`src/rtl/lm_head_argmax_if.sv`:
```
// Handshake/load bundle for lm_head_argmax; best_logit exists only with LM_HEAD_LOGIT_OUT_EN.
interface lm_head_argmax_if #(
  parameter int VOCAB_SIZE = 16,
  parameter int EMBED_DIM  = 4,
  parameter int DATA_WIDTH = 16,
  parameter int ACC_WIDTH  = 40
);
  localparam int IDX_W = (VOCAB_SIZE > 1) ? $clog2(VOCAB_SIZE) : 1;
  localparam int DIM_W = (EMBED_DIM > 1) ? $clog2(EMBED_DIM) : 1;

  logic                            load_en;
  logic [IDX_W-1:0]                load_token_idx;
  logic [DIM_W-1:0]                load_dim_idx;
  logic signed [DATA_WIDTH-1:0]    load_data;
  logic                            valid_in;
  logic [EMBED_DIM*DATA_WIDTH-1:0] hidden_in;
  logic                            ready_out;
  logic                            valid_out;
  logic [IDX_W-1:0]                token_id;
`ifdef LM_HEAD_LOGIT_OUT_EN
  logic signed [ACC_WIDTH-1:0]     best_logit;
`endif

  modport master (
    output load_en, load_token_idx, load_dim_idx, load_data, valid_in, hidden_in,
    input  ready_out, valid_out, token_id
`ifdef LM_HEAD_LOGIT_OUT_EN
    , input best_logit
`endif
  );

  modport slave (
    input  load_en, load_token_idx, load_dim_idx, load_data, valid_in, hidden_in,
    output ready_out, valid_out, token_id
`ifdef LM_HEAD_LOGIT_OUT_EN
    , output best_logit
`endif
  );
endinterface

```
`src/rtl/lm_head_argmax.sv`:
```
// Tied-embedding LM head: one MAC per cycle over every vocab row, returns the argmax token.
// Optional macro LM_HEAD_LOGIT_OUT_EN adds the registered best_logit output.
module lm_head_argmax #(
  parameter int VOCAB_SIZE = 16,
  parameter int EMBED_DIM  = 4,
  parameter int DATA_WIDTH = 16,
  parameter int FRAC_BITS  = 8,
  parameter int ACC_WIDTH  = 40
) (
  input  logic            clk,
  input  logic            rst,
  lm_head_argmax_if.slave bus
);
  localparam int IDX_W = (VOCAB_SIZE > 1) ? $clog2(VOCAB_SIZE) : 1;
  localparam int DIM_W = (EMBED_DIM > 1) ? $clog2(EMBED_DIM) : 1;
  localparam int PW    = 2 * DATA_WIDTH;

  // Elements are Q(DATA_WIDTH-FRAC_BITS).FRAC_BITS; the accumulator must hold EMBED_DIM full products.
  if (ACC_WIDTH < PW + DIM_W || FRAC_BITS >= DATA_WIDTH) begin : g_bad_cfg
    $error("lm_head_argmax: ACC_WIDTH too narrow or FRAC_BITS invalid");
  end

  // state  | meaning
  // S_IDLE | ready; accepts table writes and start requests
  // S_MAC  | accumulate hidden[d]*table[t][d], one dim per cycle
  // S_CMP  | compare row logit against running best, advance row
  // S_DONE | one-cycle result pulse
  typedef enum logic [1:0] {S_IDLE, S_MAC, S_CMP, S_DONE} state_t;

  state_t                       state;
  logic signed [DATA_WIDTH-1:0] emb [VOCAB_SIZE][EMBED_DIM];
  logic signed [DATA_WIDTH-1:0] hidden_q [EMBED_DIM];
  logic [IDX_W-1:0]             t;
  logic [DIM_W-1:0]             d;
  logic signed [ACC_WIDTH-1:0]  acc;
  logic signed [ACC_WIDTH-1:0]  best;
  logic [IDX_W-1:0]             best_idx;
  logic                         valid_q;
  logic [IDX_W-1:0]             token_q;
`ifdef LM_HEAD_LOGIT_OUT_EN
  logic signed [ACC_WIDTH-1:0]  logit_q;
`endif

  logic signed [PW-1:0]        prod;
  logic signed [ACC_WIDTH-1:0] prod_ext;
  logic                        take;
  logic                        load_ok;

  assign prod     = PW'(hidden_q[d]) * PW'(emb[t][d]);
  assign prod_ext = ACC_WIDTH'(prod);
  // Strict compare keeps the lowest index on ties; row 0 always seeds the best.
  assign take     = (t == '0) || (acc > best);
  assign load_ok  = (int'(bus.load_token_idx) < VOCAB_SIZE) &&
                    (int'(bus.load_dim_idx) < EMBED_DIM);

  always_ff @(posedge clk) begin
    if (rst) begin
      state    <= S_IDLE;
      t        <= '0;
      d        <= '0;
      acc      <= '0;
      best     <= '0;
      best_idx <= '0;
      valid_q  <= 1'b0;
      token_q  <= '0;
`ifdef LM_HEAD_LOGIT_OUT_EN
      logit_q  <= '0;
`endif
      for (int i = 0; i < VOCAB_SIZE; i++)
        for (int j = 0; j < EMBED_DIM; j++)
          emb[i][j] <= '0;
      for (int j = 0; j < EMBED_DIM; j++)
        hidden_q[j] <= '0;
    end else begin
      valid_q <= 1'b0;
      case (state)
        S_IDLE: begin
          if (bus.load_en && load_ok)
            emb[bus.load_token_idx][bus.load_dim_idx] <= bus.load_data;
          if (bus.valid_in) begin
            for (int j = 0; j < EMBED_DIM; j++)
              hidden_q[j] <= bus.hidden_in[j*DATA_WIDTH +: DATA_WIDTH];
            t     <= '0;
            d     <= '0;
            acc   <= '0;
            state <= S_MAC;
          end
        end
        S_MAC: begin
          acc <= acc + prod_ext;
          if (d == DIM_W'(EMBED_DIM - 1))
            state <= S_CMP;
          else
            d <= d + 1'b1;
        end
        S_CMP: begin
          if (take) begin
            best     <= acc;
            best_idx <= t;
          end
          if (t == IDX_W'(VOCAB_SIZE - 1)) begin
            // Result registers load here so they are valid during the DONE cycle.
            state   <= S_DONE;
            valid_q <= 1'b1;
            token_q <= take ? t : best_idx;
`ifdef LM_HEAD_LOGIT_OUT_EN
            logit_q <= take ? acc : best;
`endif
          end else begin
            t     <= t + 1'b1;
            d     <= '0;
            acc   <= '0;
            state <= S_MAC;
          end
        end
        S_DONE:  state <= S_IDLE;
        default: state <= S_IDLE;
      endcase
    end
  end

  assign bus.ready_out  = (state == S_IDLE);
  assign bus.valid_out  = valid_q;
  assign bus.token_id   = token_q;
`ifdef LM_HEAD_LOGIT_OUT_EN
  assign bus.best_logit = logit_q;
`endif
endmodule
```
`src/flat_wrapper.sv`:
```
// flat-port wrapper written by rule: the top's interface ports become plain ports
module lm_head_argmax_flat 
#(
  parameter int VOCAB_SIZE = 16,
  parameter int EMBED_DIM  = 4,
  parameter int DATA_WIDTH = 16,
  parameter int FRAC_BITS  = 8,
  parameter int ACC_WIDTH  = 40
)
  (clk, rst, bus_load_en, bus_load_token_idx, bus_load_dim_idx, bus_load_data, bus_valid_in, bus_hidden_in, bus_ready_out, bus_valid_out, bus_token_id);
  lm_head_argmax_if #(.VOCAB_SIZE(VOCAB_SIZE), .EMBED_DIM(EMBED_DIM), .DATA_WIDTH(DATA_WIDTH), .ACC_WIDTH(ACC_WIDTH)) bus_i ();
  input  logic clk;
  input  logic rst;
  input wire logic [$bits(bus_i.load_en)-1:0] bus_load_en;
  input wire logic [$bits(bus_i.load_token_idx)-1:0] bus_load_token_idx;
  input wire logic [$bits(bus_i.load_dim_idx)-1:0] bus_load_dim_idx;
  input wire logic [$bits(bus_i.load_data)-1:0] bus_load_data;
  input wire logic [$bits(bus_i.valid_in)-1:0] bus_valid_in;
  input wire logic [$bits(bus_i.hidden_in)-1:0] bus_hidden_in;
  output wire logic [$bits(bus_i.ready_out)-1:0] bus_ready_out;
  output wire logic [$bits(bus_i.valid_out)-1:0] bus_valid_out;
  output wire logic [$bits(bus_i.token_id)-1:0] bus_token_id;
  assign bus_i.load_en = bus_load_en;
  assign bus_i.load_token_idx = bus_load_token_idx;
  assign bus_i.load_dim_idx = bus_load_dim_idx;
  assign bus_i.load_data = bus_load_data;
  assign bus_i.valid_in = bus_valid_in;
  assign bus_i.hidden_in = bus_hidden_in;
  assign bus_ready_out = bus_i.ready_out;
  assign bus_valid_out = bus_i.valid_out;
  assign bus_token_id = bus_i.token_id;
  lm_head_argmax #(.VOCAB_SIZE(VOCAB_SIZE), .EMBED_DIM(EMBED_DIM), .DATA_WIDTH(DATA_WIDTH), .FRAC_BITS(FRAC_BITS), .ACC_WIDTH(ACC_WIDTH)) u_core (.clk(clk), .rst(rst), .bus(bus_i));
endmodule
```
`config.mk`:
```
export PLATFORM = sky130hd
export DESIGN_NAME = lm_head_argmax_flat
export DESIGN_NICKNAME = d
export VERILOG_FILES = /design/src/rtl/lm_head_argmax_if.sv /design/src/rtl/lm_head_argmax.sv /design/src/flat_wrapper.sv
export SDC_FILE = /design/constraint.sdc
export NUM_CORES = 2
export LEC_CHECK = 0
export ABC_AREA = 1
export BUFFER_PORTS_ARGS = -buffer_cell sky130_fd_sc_hd__buf_2
export CAP_MARGIN = 10
export CORE_ASPECT_RATIO = 1.4
export CORE_UTILIZATION = 55
export DETAILED_ROUTE_END_ITERATION = 10
export PLACE_DENSITY = 0.71
export SKIP_CTS_REPAIR_TIMING = 1
export SYNTH_ARGS = -nofsm -noshare
export SYNTH_HDL_FRONTEND = slang
export SYNTH_SLANG_ARGS = --single-unit
```
`constraint.sdc`:
```
create_clock -name clk -period 8.6 [get_ports clk]
set_input_delay 0.86 -clock clk [delete_from_list [all_inputs] [get_ports clk]]
set_output_delay 0.86 -clock clk [all_outputs]
set_load 0.03 [all_outputs]
```
==> results_dict.tcl <==
set metrics [dict create \
    synth_flop_cell "edfxtp_1" \
    netlist_area_um2 65970 \
    viasPerCell 5.972 \
    required_ps 9230 \
    synth_top_family_by_area "simple AND/OR/NAND/NOR gates" \
    post-route-period-util 0.9782 \
    num_antenna_cells 0 \
    clkLatencyLatePin_ps 770 \
    syn_avg_cell_area_um2 9.712 \
    tritoncts "built" \
    antenna_found_initial 2 \
    whs_ps 401.3 \
    ys_types 53 \
    syn_inst 6792 \
    slowest_delay_ps 640 \
    cts_buffers 112 \
    endpoint_kind "register" \
    dr_total_vias 50080 \
    rsz0062_at_grt "yes" \
    place_congestion 0.9961 \
    dp_cells 8178 \
    critical_path_class "reg2reg" \
    power.density_nw_per_um2 443.1 \
    floorplan.initialDensity 0.5535 \
    clkSinkCount 1191 \
    yosys-top-cells-area "edfxtp_1 (50%), nor2_1 (11%), fa_1 (10%)" \
    tightest_slew_ps 1348 \
    grt_pass1_vias 48730 \
    yosys.area_share.simple 0.1655 \
    cp_max_fo 112 \
    finalPower_w 0.03152 \
    cpMostUsedCell "fa_1" \
    drt-initial-drc-count 5731 \
    crit_arrival_ps 9040 \
    drive_above_1_share 0.07542 \
    wl_per_cell_um 23.29 \
    clk_pin_slew_ps 70 \
    nets 7274 \
    p_leak_nw 29.25 \
    die_h_um 411.8 \
    seq_area_frac_synth 0.5265 \
    ant_nets 0 \
    fin_util 0.5968 \
    worst_path_max_delay_cell "fa_1" \
    min_path_type "in2reg" \
    cp-start-kind "register" \
    die_area_um2 121300 \
    synth_warnings 0 \
    synth_nets 7370 \
    synthAdderAreaFrac 0.1301 \
    timing_max_transition_violations_final 0 \
    finalNonFillerCells 8385 \
    cap_violations 0 \
    async_reset_ff_frac 0 \
    grt.overflow.total 0 \
    grt_max_degree 113 \
    finalSetupViolCount 0 \
    synth-edff-count 1088 \
    ys_ff_latch 1191 \
    cts_root_buf "clkbuf_16" \
    die_w_um 294.7 \
    track_usage 0.3214 \
    ir_worst_vdd_v 0.0006508 \
    cts_buffer_depth 3 \
    skew_ps 63.89 \
    synth_compound_area_frac 0.1030 \
    grt_pass1_wl_um 290800 \
    port_buffers 95 \
    dp_hpwl_um 127000 \
    yosys.area.top_type "edfxtp_1" \
    postRouteWirelength_um 195300 \
    core_area_um2 119200 \
    num_rows 150 \
    slew_headroom 0.09807 \
    drt_pre_antenna_iters 5 \
    synthMuxAreaShare 0 \
    synth_top_area_frac 0.4953 \
    area_growth_pct 7.820 \
    period_needed_ps 8413 \
    remaining_drc_errors 0 \
    ios 96 \
    status "completed" \
    hold_viol 0 \
    htree_num_levels 3 \
    synth_xor_area_frac 0.0007966 \
    fmaxAchievable_mhz 118.9 \
]
critical path: cells and delay by family, from the launching register on:
kind,cells,cell delay [ps]
AND/OR/NAND/NOR,9,2080
flip-flops,1,420
buffers and inverters,7,1160
adder cells (fa/ha/maj),7,3440
AO/OA/AOI/OAI,6,1150
flip-flops by register name (all words and copies together), names as in the netlist, 4 cells and up, named ones only:
signal,count
u_core.acc,40
u_core.t,4
u_core.best_idx,4
u_core.hidden_q,64
u_core.emb,1024
u_core.bus.token_id,4
u_core.best,40
layer usage:
metal	global-route usage	up-vias	wire, µm	share of wire
met5	0	-	23	0.00012
met2	0.5371	2670	96000	0.49
met1	0.3863	24500	68680	0.35
met4	0.2128	4	13820	0.071
met3	0.04861	552	16760	0.086
li1	-	22360	-	-
cell families after synthesis:
kind of cell / count (synthesis)
simple gates: 2800
buf+inv: 1100
fa+ha+maj: 488
xor+xnor: 6
compound gates: 1207
flops: 1191
final cells by class:
class,count,area [µm²]
Multi-Input combinational cell,4501,26420
Sequential cell,1191,34750
Inverter,647,2461
Clock inverter,76,701.9
Clock buffer,131,2874
Tap cell,1596,1997
Timing Repair Buffer,243,1927
Fill cell,9918,48050
cells in the mapped netlist (129+ instances only):
| cell | count |
|---|---|
| a21oi_1 | 184 |
| buf_2 | 129 |
| clkbuf_1 | 233 |
| edfxtp_1 | 1088 |
| fa_1 | 330 |
| ha_1 | 158 |
| inv_1 | 607 |
| nand2_1 | 625 |
| nand3_1 | 168 |
| nor2_1 | 1932 |
| o21ai_0 | 596 |
| o22ai_1 | 250 |
cell usage in the layout, fill, tap and decap left out, types with 29 or more instances in the layout:
cell       instances
edfxtp_1        1088
nor2_1          1930
nand3_1          167
inv_1            604
fa_1             330
o21ai_0          596
dfxtp_1           98
ha_1             158
buf_4            122
inv_2             29
o21ai_1           61
nand2_1          624
buf_2             94
o22ai_1          249
a21oi_1          184
o221ai_1          37
clkbuf_16        112
clkinv_1          39
path summary, 6_finish.rpt:
path	start	end	slack, ps	depth (start not counted)
worst max-delay path	register	u_core.acc[23]$_SDFFE_PP0P_	190	29
worst min register to register	u_core.best[37]$_SDFFE_PP0P_	u_core.best[37]$_SDFFE_PP0P_	460	2
worst min-delay path	bus_hidden_in[57]	u_core.hidden_q[3][9]$_SDFFCE_PN0P_	400	3
worst max register to register	register	u_core.acc[23]$_SDFFE_PP0P_	190	29
where the power goes:
group / total, W / switching [W] / internal (W)
clock network: 0.00496 / 0.00226 / 0.00270
logic: 0.0199 / 0.0130 / 0.00681
registers: 0.00671 / 0.000120 / 0.00659
stage by stage:
| step | TNS, ps | instance area [µm²] | setup WS (ps) |
|---|---|---|---|
| after global placement | 0 | 67490 | 212.3 |
| after detailed placement | 0 | 67490 | 153.6 |
| after floorplan | 0 | 65970 | 1870 |
| final | 0 | 71130 | 187.4 |
| after CTS | 0 | 71070 | 169.8 |
| after global routing | -51.46 | 71130 | -38.31 |
(Power assumes the default switching activity.)
